File: config.mk
export PLATFORM = sky130hd
export DESIGN_NAME = addsub_acc_flat
export DESIGN_NICKNAME = d
export VERILOG_FILES = /design/src/rtl/addsub_acc_if.sv /design/src/rtl/addsub_acc.sv /design/src/flat_wrapper.sv
export SDC_FILE = /design/constraint.sdc
export NUM_CORES = 1
export LEC_CHECK = 0
export ABC_AREA = 1
export BUFFER_PORTS_ARGS = -buffer_cell sky130_fd_sc_hd__buf_4
export CAP_MARGIN = 10
export CELL_PAD_IN_SITES_DETAIL_PLACEMENT = 1
export CELL_PAD_IN_SITES_GLOBAL_PLACEMENT = 1
export CORE_UTILIZATION = 38
export CTS_BUF_LIST = sky130_fd_sc_hd__clkbuf_16
export DETAILED_ROUTE_END_ITERATION = 6
export PLACE_DENSITY_LB_ADDON = 0.3
export SYNTH_ARGS = -nofsm -noshare
export SYNTH_HDL_FRONTEND = slang
export SYNTH_SLANG_ARGS = --single-unit
File: constraint.sdc
create_clock -name clk -period 2.77 [get_ports clk]
set_clock_uncertainty 0.15 [all_clocks]
set_input_delay 0.554 -clock clk [delete_from_list [all_inputs] [get_ports clk]]
set_output_delay 0.554 -clock clk [all_outputs]
set_load 0.05 [all_outputs]
File: src/rtl/addsub_acc_if.sv
// addsub_acc_if -- operand/result bus for the add/subtract accumulator.
//
// Signals:
//   in_valid  : operand beat offered (master -> slave)
//   in_ready  : accumulator accepts a beat (slave -> master)
//   in_data   : 4-bit unsigned operand
//   in_op     : 0 = add, 1 = subtract
//   in_last   : final beat of the current sequence
//   out_valid : result registers valid (slave -> master)
//   out_ready : downstream takes the result (master -> slave)
//   out_acc   : accumulated result
//   out_flag  : sticky carry/borrow seen in this sequence
//   out_cnt   : beats accepted in this sequence, saturating at 31
//
// Modports:
//   master : the side that feeds operands and consumes results
//   slave  : the accumulator itself
interface addsub_acc_if;
  logic       in_valid;
  logic       in_ready;
  logic [3:0] in_data;
  logic       in_op;
  logic       in_last;
  logic       out_valid;
  logic       out_ready;
  logic [3:0] out_acc;
  logic       out_flag;
  logic [4:0] out_cnt;

  modport master (
    output in_valid, in_data, in_op, in_last, out_ready,
    input  in_ready, out_valid, out_acc, out_flag, out_cnt
  );

  modport slave (
    input  in_valid, in_data, in_op, in_last, out_ready,
    output in_ready, out_valid, out_acc, out_flag, out_cnt
  );
endinterface

File: src/rtl/addsub_acc.sv
// addsub_acc -- 4-bit add/subtract accumulator with a sticky carry/borrow
// flag and a saturating beat counter.
//
// The block collects a sequence of operand beats, each one adding to or
// subtracting from the running accumulator. The beat flagged in_last closes
// the sequence: the result is then presented on out_* until downstream
// takes it, after which acc/flag/cnt clear and a new sequence may start.
//
// Ports:
//   clk : rising-edge clock for all state
//   rst : synchronous active-high reset
//   bus : addsub_acc_if.slave (operand beats in, result out)
//
// Configuration:
//   ADDSUB_ACC_SAT_EN -- when defined, add overflow clamps acc to 15 and
//   subtract underflow clamps acc to 0 instead of wrapping modulo 16. The
//   sticky flag is set identically in both builds.
module addsub_acc (
  input  logic       clk,
  input  logic       rst,
  addsub_acc_if.slave bus
);

  typedef enum logic [0:0] {
    ST_ACCUM = 1'b0,
    ST_DONE  = 1'b1
  } state_t;

  state_t     state_q, state_d;
  logic [3:0] acc_q,   acc_d;
  logic       flag_q,  flag_d;
  logic [4:0] cnt_q,   cnt_d;

  logic       beat_s;
  logic       take_s;
  logic [4:0] step_s;

  // One arithmetic beat. Returns {carry_or_borrow, new_acc}.
  function automatic logic [4:0] acc_step(
    input logic [3:0] acc,
    input logic       op,
    input logic [3:0] data
  );
    logic [4:0] sum;
    logic [3:0] diff;
    logic       borrow;
    logic [4:0] res;
    sum    = {1'b0, acc} + {1'b0, data};
    diff   = acc - data;
    borrow = (data > acc);
    if (op == 1'b0) begin
`ifdef ADDSUB_ACC_SAT_EN
      res = {sum[4], (sum[4] ? 4'd15 : sum[3:0])};
`else
      res = sum;  // carry in bit 4, wrapped value in bits 3:0
`endif
    end else begin
`ifdef ADDSUB_ACC_SAT_EN
      res = {borrow, (borrow ? 4'd0 : diff)};
`else
      res = {borrow, diff};
`endif
    end
    return res;
  endfunction

  // Handshake qualifiers; in_ready comes from state only, so no path from in_valid.
  always_comb begin
    beat_s = bus.in_valid & (state_q == ST_ACCUM);
    take_s = bus.out_ready & (state_q == ST_DONE);
    step_s = acc_step(acc_q, bus.in_op, bus.in_data);
  end

  // Next-state and next-datapath logic; defaults hold everything.
  always_comb begin
    state_d = state_q;
    acc_d   = acc_q;
    flag_d  = flag_q;
    cnt_d   = cnt_q;
    case (state_q)
      ST_ACCUM: begin
        if (beat_s) begin
          acc_d  = step_s[3:0];
          flag_d = flag_q | step_s[4];
          cnt_d  = (cnt_q == 5'd31) ? cnt_q : (cnt_q + 5'd1);
          if (bus.in_last) begin
            state_d = ST_DONE;
          end else begin
            state_d = ST_ACCUM;
          end
        end else begin
          state_d = ST_ACCUM;
        end
      end
      ST_DONE: begin
        if (take_s) begin
          state_d = ST_ACCUM;
          acc_d   = 4'd0;
          flag_d  = 1'b0;
          cnt_d   = 5'd0;
        end else begin
          state_d = ST_DONE;
        end
      end
      default: begin
        state_d = ST_ACCUM;
        acc_d   = 4'd0;
        flag_d  = 1'b0;
        cnt_d   = 5'd0;
      end
    endcase
  end

  // State and datapath registers; reset wins over any beat or handshake.
  always_ff @(posedge clk) begin
    if (rst) begin
      state_q <= ST_ACCUM;
      acc_q   <= 4'd0;
      flag_q  <= 1'b0;
      cnt_q   <= 5'd0;
    end else begin
      state_q <= state_d;
      acc_q   <= acc_d;
      flag_q  <= flag_d;
      cnt_q   <= cnt_d;
    end
  end

  // Outputs are taken straight from registers.
  assign bus.in_ready  = (state_q == ST_ACCUM);
  assign bus.out_valid = (state_q == ST_DONE);
  assign bus.out_acc   = acc_q;
  assign bus.out_flag  = flag_q;
  assign bus.out_cnt   = cnt_q;

endmodule

File: src/flat_wrapper.sv
// flat-port wrapper written by rule: the top's interface ports become plain ports
module addsub_acc_flat 
  (clk, rst, bus_in_valid, bus_in_data, bus_in_op, bus_in_last, bus_out_ready, bus_in_ready, bus_out_valid, bus_out_acc, bus_out_flag, bus_out_cnt);
  addsub_acc_if bus_i ();
  input  logic clk;
  input  logic rst;
  input wire logic [$bits(bus_i.in_valid)-1:0] bus_in_valid;
  input wire logic [$bits(bus_i.in_data)-1:0] bus_in_data;
  input wire logic [$bits(bus_i.in_op)-1:0] bus_in_op;
  input wire logic [$bits(bus_i.in_last)-1:0] bus_in_last;
  input wire logic [$bits(bus_i.out_ready)-1:0] bus_out_ready;
  output wire logic [$bits(bus_i.in_ready)-1:0] bus_in_ready;
  output wire logic [$bits(bus_i.out_valid)-1:0] bus_out_valid;
  output wire logic [$bits(bus_i.out_acc)-1:0] bus_out_acc;
  output wire logic [$bits(bus_i.out_flag)-1:0] bus_out_flag;
  output wire logic [$bits(bus_i.out_cnt)-1:0] bus_out_cnt;
  assign bus_i.in_valid = bus_in_valid;
  assign bus_i.in_data = bus_in_data;
  assign bus_i.in_op = bus_in_op;
  assign bus_i.in_last = bus_in_last;
  assign bus_i.out_ready = bus_out_ready;
  assign bus_in_ready = bus_i.in_ready;
  assign bus_out_valid = bus_i.out_valid;
  assign bus_out_acc = bus_i.out_acc;
  assign bus_out_flag = bus_i.out_flag;
  assign bus_out_cnt = bus_i.out_cnt;
  addsub_acc u_core (.clk(clk), .rst(rst), .bus(bus_i));
endmodule
# Yosys cells after proc, flatten, opt, wreduce, memory -nomap -nowiden
# Index checks and enable logic that the tools add are counted.
# Widths: inputs -> output; s select.
word_totals:
  regBits: 11
  out_inout_bits: 12
  elab_cells: 33
op_classes:
  addsub: 3
  n_lt_le_gt_ge: 1
  n_eq_ne: 4
  n_mux: 15
  bitwise: 4
  n_reduce_logical: 2
op_table:
  columns: ["op", "n"]
  rows:
  - ["$mux 5", 4]
  - ["$pmux 5 s2", 1]
  - ["$mux 4", 2]
  - ["$pmux 4 s2", 1]
  - ["$add 4x4->5", 1]
  - ["$add 5x1->5 const B", 1]
  - ["$eq 5x5->1 const B", 1]
  - ["$mux 1", 5]
  - ["$gt 4x4->1", 1]
  - ["$ne 2x2->1 const B", 2]
  - ["$pmux 1 s2", 2]
  - ["$sub 4x4->4", 1]
  - ["$reduce_and 3->1", 1]
  - ["$and 1x1->1", 2]
  - ["$ne 2x1->1 const B", 1]
  - ["$reduce_and 2->1", 1]
  - ["$not 1->1", 1]
  - ["$or 1x1->1", 1]

# Longest topological paths before layout
depth:
  ltp_word: 5
  depth_mapped: 11
  depth_no_buf: 11

# Worst setup path before layout
# OpenSTA, ideal clock, no wires.
synth_path:
  path_kind: "reg-to-reg"
  start: "register u_core.acc_q[0], in the netlist u_core.bus.out_acc[0]"
  end: "register u_core.flag_q, in the netlist u_core.bus.out_flag"
  setup_ps: 130
  arrival_time_ps: 1743
  path_slack_ps: 747
  stages_incl_launch_ff: 8
  n_path_buf: 0
  path_cell_list: "dfxtp_1 -> inv_1 -> ha_1 -> fa_1 -> o31ai_1 -> nand2_1 -> nand3_1 -> a21oi_1"
synth_via:
  elab_chain_cells: 5
  elab_cells_between_ends: 6
  cone_classes: "1 x add/sub; 1 x order compare; 3 x mux; 1 x bitwise"
synth_rtl:
  columns: ["element", "line_no", "source"]
  rows:
  - ["start: declaration", "addsub_acc.sv:30", "logic [3:0] acc_q, acc_d;"]
  - ["start signal: assignment", "addsub_acc.sv:118", "acc_q <= 4'd0;"]
  - ["start signal: assignment", "addsub_acc.sv:123", "acc_q <= acc_d;"]
  - ["$add 4x4->5 / $gt 4x4->1 (equally long branches)", "addsub_acc.sv:48, addsub_acc.sv:50", null]
  - ["$mux 5 (*)", "addsub_acc.sv:51", "if (op == 1'b0) begin"]
  - ["$or 1x1->1 (*)", "addsub_acc.sv:84", "flag_d = flag_q | step_s[4];"]
  - ["$mux 1 (*)", "addsub_acc.sv:82", "if (beat_s) begin"]
  - ["$pmux 1 s2 (*)", "addsub_acc.sv:80", "case (state_q)"]
  - ["end signal: assignment", "addsub_acc.sv:124", "flag_q <= flag_d;"]
  - ["end: declaration", "addsub_acc.sv:31", "logic flag_q, flag_d;"]
# Mark *: on every way between the ends. The rest lies on a longest branch, timed or not. The select of a mux whose other input is x is not followed.
# A chain may end at the register's enable or synchronous reset.

# Worst setup path in the final report
layout_path:
  start: "register u_core.cnt_q[0], in the netlist u_core.bus.out_cnt[0]"
  end: "register u_core.cnt_q[2], in the netlist u_core.bus.out_cnt[2]"
layout_via:
  elab_chain_cells: 4
  elab_cells_between_ends: 7
  cone_classes: "1 x add/sub; 2 x eq/ne; 3 x mux; 1 x reduce/logical"
layout_rtl:
  columns: ["element", "line_no", "source"]
  rows:
  - ["start: declaration", "addsub_acc.sv:32", "logic [4:0] cnt_q, cnt_d;"]
  - ["start signal: assignment", "addsub_acc.sv:125", "cnt_q <= cnt_d;"]
  - ["$add 5x1->5", "addsub_acc.sv:85", "cnt_d = (cnt_q == 5'd31) ? cnt_q : (cnt_q + 5'd1);"]
  - ["$mux 5", "addsub_acc.sv:85", null]
  - ["$mux 5", "addsub_acc.sv:82", null]
  - ["$pmux 5 s2", "addsub_acc.sv:80", null]
# Parallel ways exist; a longest one is shown, timed or not. The select of a mux whose other input is x is not followed.

==> impl_metrics.csv <==
group,metric,value,unit
critical_path,cp_num_cells,9,
logic_synthesis,ys.warnings.count,0,
logic_synthesis,synth_top_area_share,27.80,%
sta,grt_setup_unrepaired,"false",
critical_path,slowest_delay,0.38,ns
finish,final_cells,160,
route,ant_nets,0,
logic_synthesis,synth_xor_area_share,0,%
clocking,cts_tree,"built",
critical_path,reg2reg_slack,0.98,ns
floorplanning,row_count,16,
route,wire_per_inst,13.26,microns
min_path,worst_hold_path.endpoint,"u_core.bus.out_acc[0]",
finish,fin_nets,156,
clocking,numClockSinks,11,
logic_synthesis,yosys.area_share.simple,27.33,%
sta,finalCritPeriodShare,64.70,%
logic_synthesis,yosys.area_share.adder,20.85,%
critical_path,path_buf_inv,2,
clocking,clockBufferDepth,2,
pwr,leakage,0.0005251,uW
finish,layout_common_cells,"nand2_1 (24), buf_4 (21), inv_1 (20), a21oi_1 (15), dfxtp_1 (11)",
clocking,htreeDepth,1,
route,drc,0,
floorplanning,start_util,40.37,%
logic_synthesis,synth_area_leaders,"dfxtp_1 (28%), ha_1 (16%), nand2_1 (11%), a21oi_1 (9.5%), inv_1 (9.0%)",
logic_synthesis,syn-instance-count,109,
grt,grt_pass1_vias,797,
finish,drive_gt1_share,25.56,%
sta,whs,0.3431,ns
sta,hold_violations,0,
critical_path,critical_path_required,2.74,ns
logic_synthesis,synthMuxAreaShare,0,%
logic_synthesis,synth_top_family_by_area,"simple AND/OR/NAND/NOR gates",
critical_path,crit_chain,"ha_1, inv_1, nor3_1, ha_1, nor2_4, nor2_4, inv_2, a21oi_1, nor3_1",
grt,grt_max_degree,10,
route,vias_per_cell,4.944,
clocking,cts_buffers,3,
floorplanning,core-area,1962,sq um
critical_path,reg2regPathDepth,9,
sta,tightest_slew,0.2191,ns
route,drt-total-wl,2.122,mm
logic_synthesis,syn_avg_cell_area,7.266,sq um
route,first_iter_violations,4,
clocking,cts.clk_slew.worst_paths,0.04,ns
route,wl_met1,799,microns
finish,final_common_cell,"nand2_1",
route,highest_layer,"met4",
sta,drv_slew,0,
min_path,hold_start,"u_core.bus.out_acc[0]",
logic_synthesis,synth_cell_types,22,
sta,slew_headroom,85.27,%
route,wl_met3,54,microns
critical_path,slowest_stage,"dfxtp_1",
sta,setup_viol,0,
finish,area_growth,33.65,%
placement,gp_congestion,0.7482,
clocking,clkLatencyLatePin,0.23,ns
critical_path,crit_path_end_kind,"flop",
critical_path,cp_top_family,"adder cells",
placement,portBuffers,21,
route,vias,791,
critical_path,start_kind,"flop",
floorplanning,dieArea,2271,sq um
critical_path,r2r_start,"u_core.bus.out_cnt[0]",
clocking,postCtsHoldBufs,0,
placement,dpl.cell_count,156,
route,dr.pass1.iters,3,
status,status,"finished clean",
logic_synthesis,yosys.area.top_type,"dfxtp_1",
placement,dp_hpwl,1.723,mm
critical_path,rr_endpoint,"u_core.bus.out_cnt[2]",
floorplanning,die_h,47.66,microns
critical_path,cp_max_fo,4,
floorplanning,io_pins,22,
critical_path,cp_data_arrival_time,1.76,ns
grt,antenna_found_initial,0,
finish,diodes,0,
route,wl_met2,1.260,mm
logic_synthesis,synth_seq_cells,11,
sta,finalSetupTns,0,ns
grt,grt_pass1_wl,3.339,mm
floorplanning,die_w,47.66,microns
pwr,power_density,574.7,nW/um^2
clocking,root_buffer,"clkbuf_16",
clocking,cts_setup_buffers,0,
job,drv_cap,0,
min_path,min_path_type,"reg -> reg",
logic_synthesis,netlist_area,792.0,sq um
min_path,worstHoldPathCells,2,
clocking,cts_resized,0,
critical_path,critPathKind,"reg -> reg",
logic_synthesis,synth_nets,131,
sta,fmax,0.5580,GHz
grt,grt_use_total,21.32,%
sta,fin_crit,1.792,ns
grt,grt_overflow_total,0,
pwr,peakVddDrop,0.4037,mV
finish,fin_util,53.95,%
logic_synthesis,synth-compound-area-share,13.59,%
logic_synthesis,ys_seq_area_share,27.80,%
-- metrics by stage --
stage	cell area, sq um	setup WS, ns	power (uW)
global placement	979.7	0.7923	346.6
CTS	1059	0.9588	616.7
floorplan	792.0	0.7468	298.7
detailed placement	979.7	0.7500	354.9
global route	1059	0.8298	646.0
finish	1059	0.9778	608.3
-- power by group --
group	switching (uW)	internal, uW
clock	67.5	189
sequential	11.6	170
combinational	111	58.9
-- cell type report --
class | instances | area (sq um)
Clock inverter | 1 | 3.754
Sequential cell | 11 | 220.2
Timing Repair Buffer | 21 | 157.7
Fill cell | 289 | 903.4
Tap cell | 27 | 33.78
Clock buffer | 3 | 75.07
Multi-Input combinational cell | 76 | 489.2
Inverter | 21 | 78.83
-- synthesized netlist by cell type (all sizes together) --
library cell,count
nand3,5
o31ai,1
nor2,7
o21ai,2
dfxtp,11
fa,2
a211oi,1
inv,21
or2,2
nor3,4
nand2,26
o211ai,1
ha,10
a21oi,15
clkbuf,1
-- kinds of logic after synthesis --
group	after synthesis
AOI/OAI and AO/OA	20
adders and majority gates	12
buffers and inverters	22
DFF	11
and+or+nand+nor	44
-- tightest hold or removal path: cells and delay by family (launching register included) --
kind | cells | cell delay, ns
AO/OA/AOI/OAI | 1 | 0.05
flip-flops | 1 | 0.32
AND/OR/NAND/NOR | 1 | 0.07
-- worst max path at each step --
stage / end / startpoint
floorplan: u_core.bus.out_flag / u_core.bus.out_acc[0]
global placement: u_core.bus.out_acc[2] / bus_in_data[0]
detailed placement: u_core.bus.out_acc[2] / bus_in_data[0]
CTS: u_core.bus.out_cnt[2] / u_core.bus.out_cnt[0]
global route: u_core.bus.out_acc[2] / u_core.bus.out_acc[0]
finish: u_core.bus.out_cnt[2] / u_core.bus.out_cnt[0]
-- per-layer routing --
layer  vias up  track usage (%)
met3         2            3.019
met4         0            8.333
met5         -                0
met1       379            21.84
li1        393                -
met2        17            42.74
-- sequential cells by signal, summed over array words and instances, names as in the netlist --
register	count
u_core.bus.out_valid	1
u_core.bus.out_flag	1
u_core.bus.out_cnt	5
u_core.bus.out_acc	4
Power figures use the tool's default switching activity.
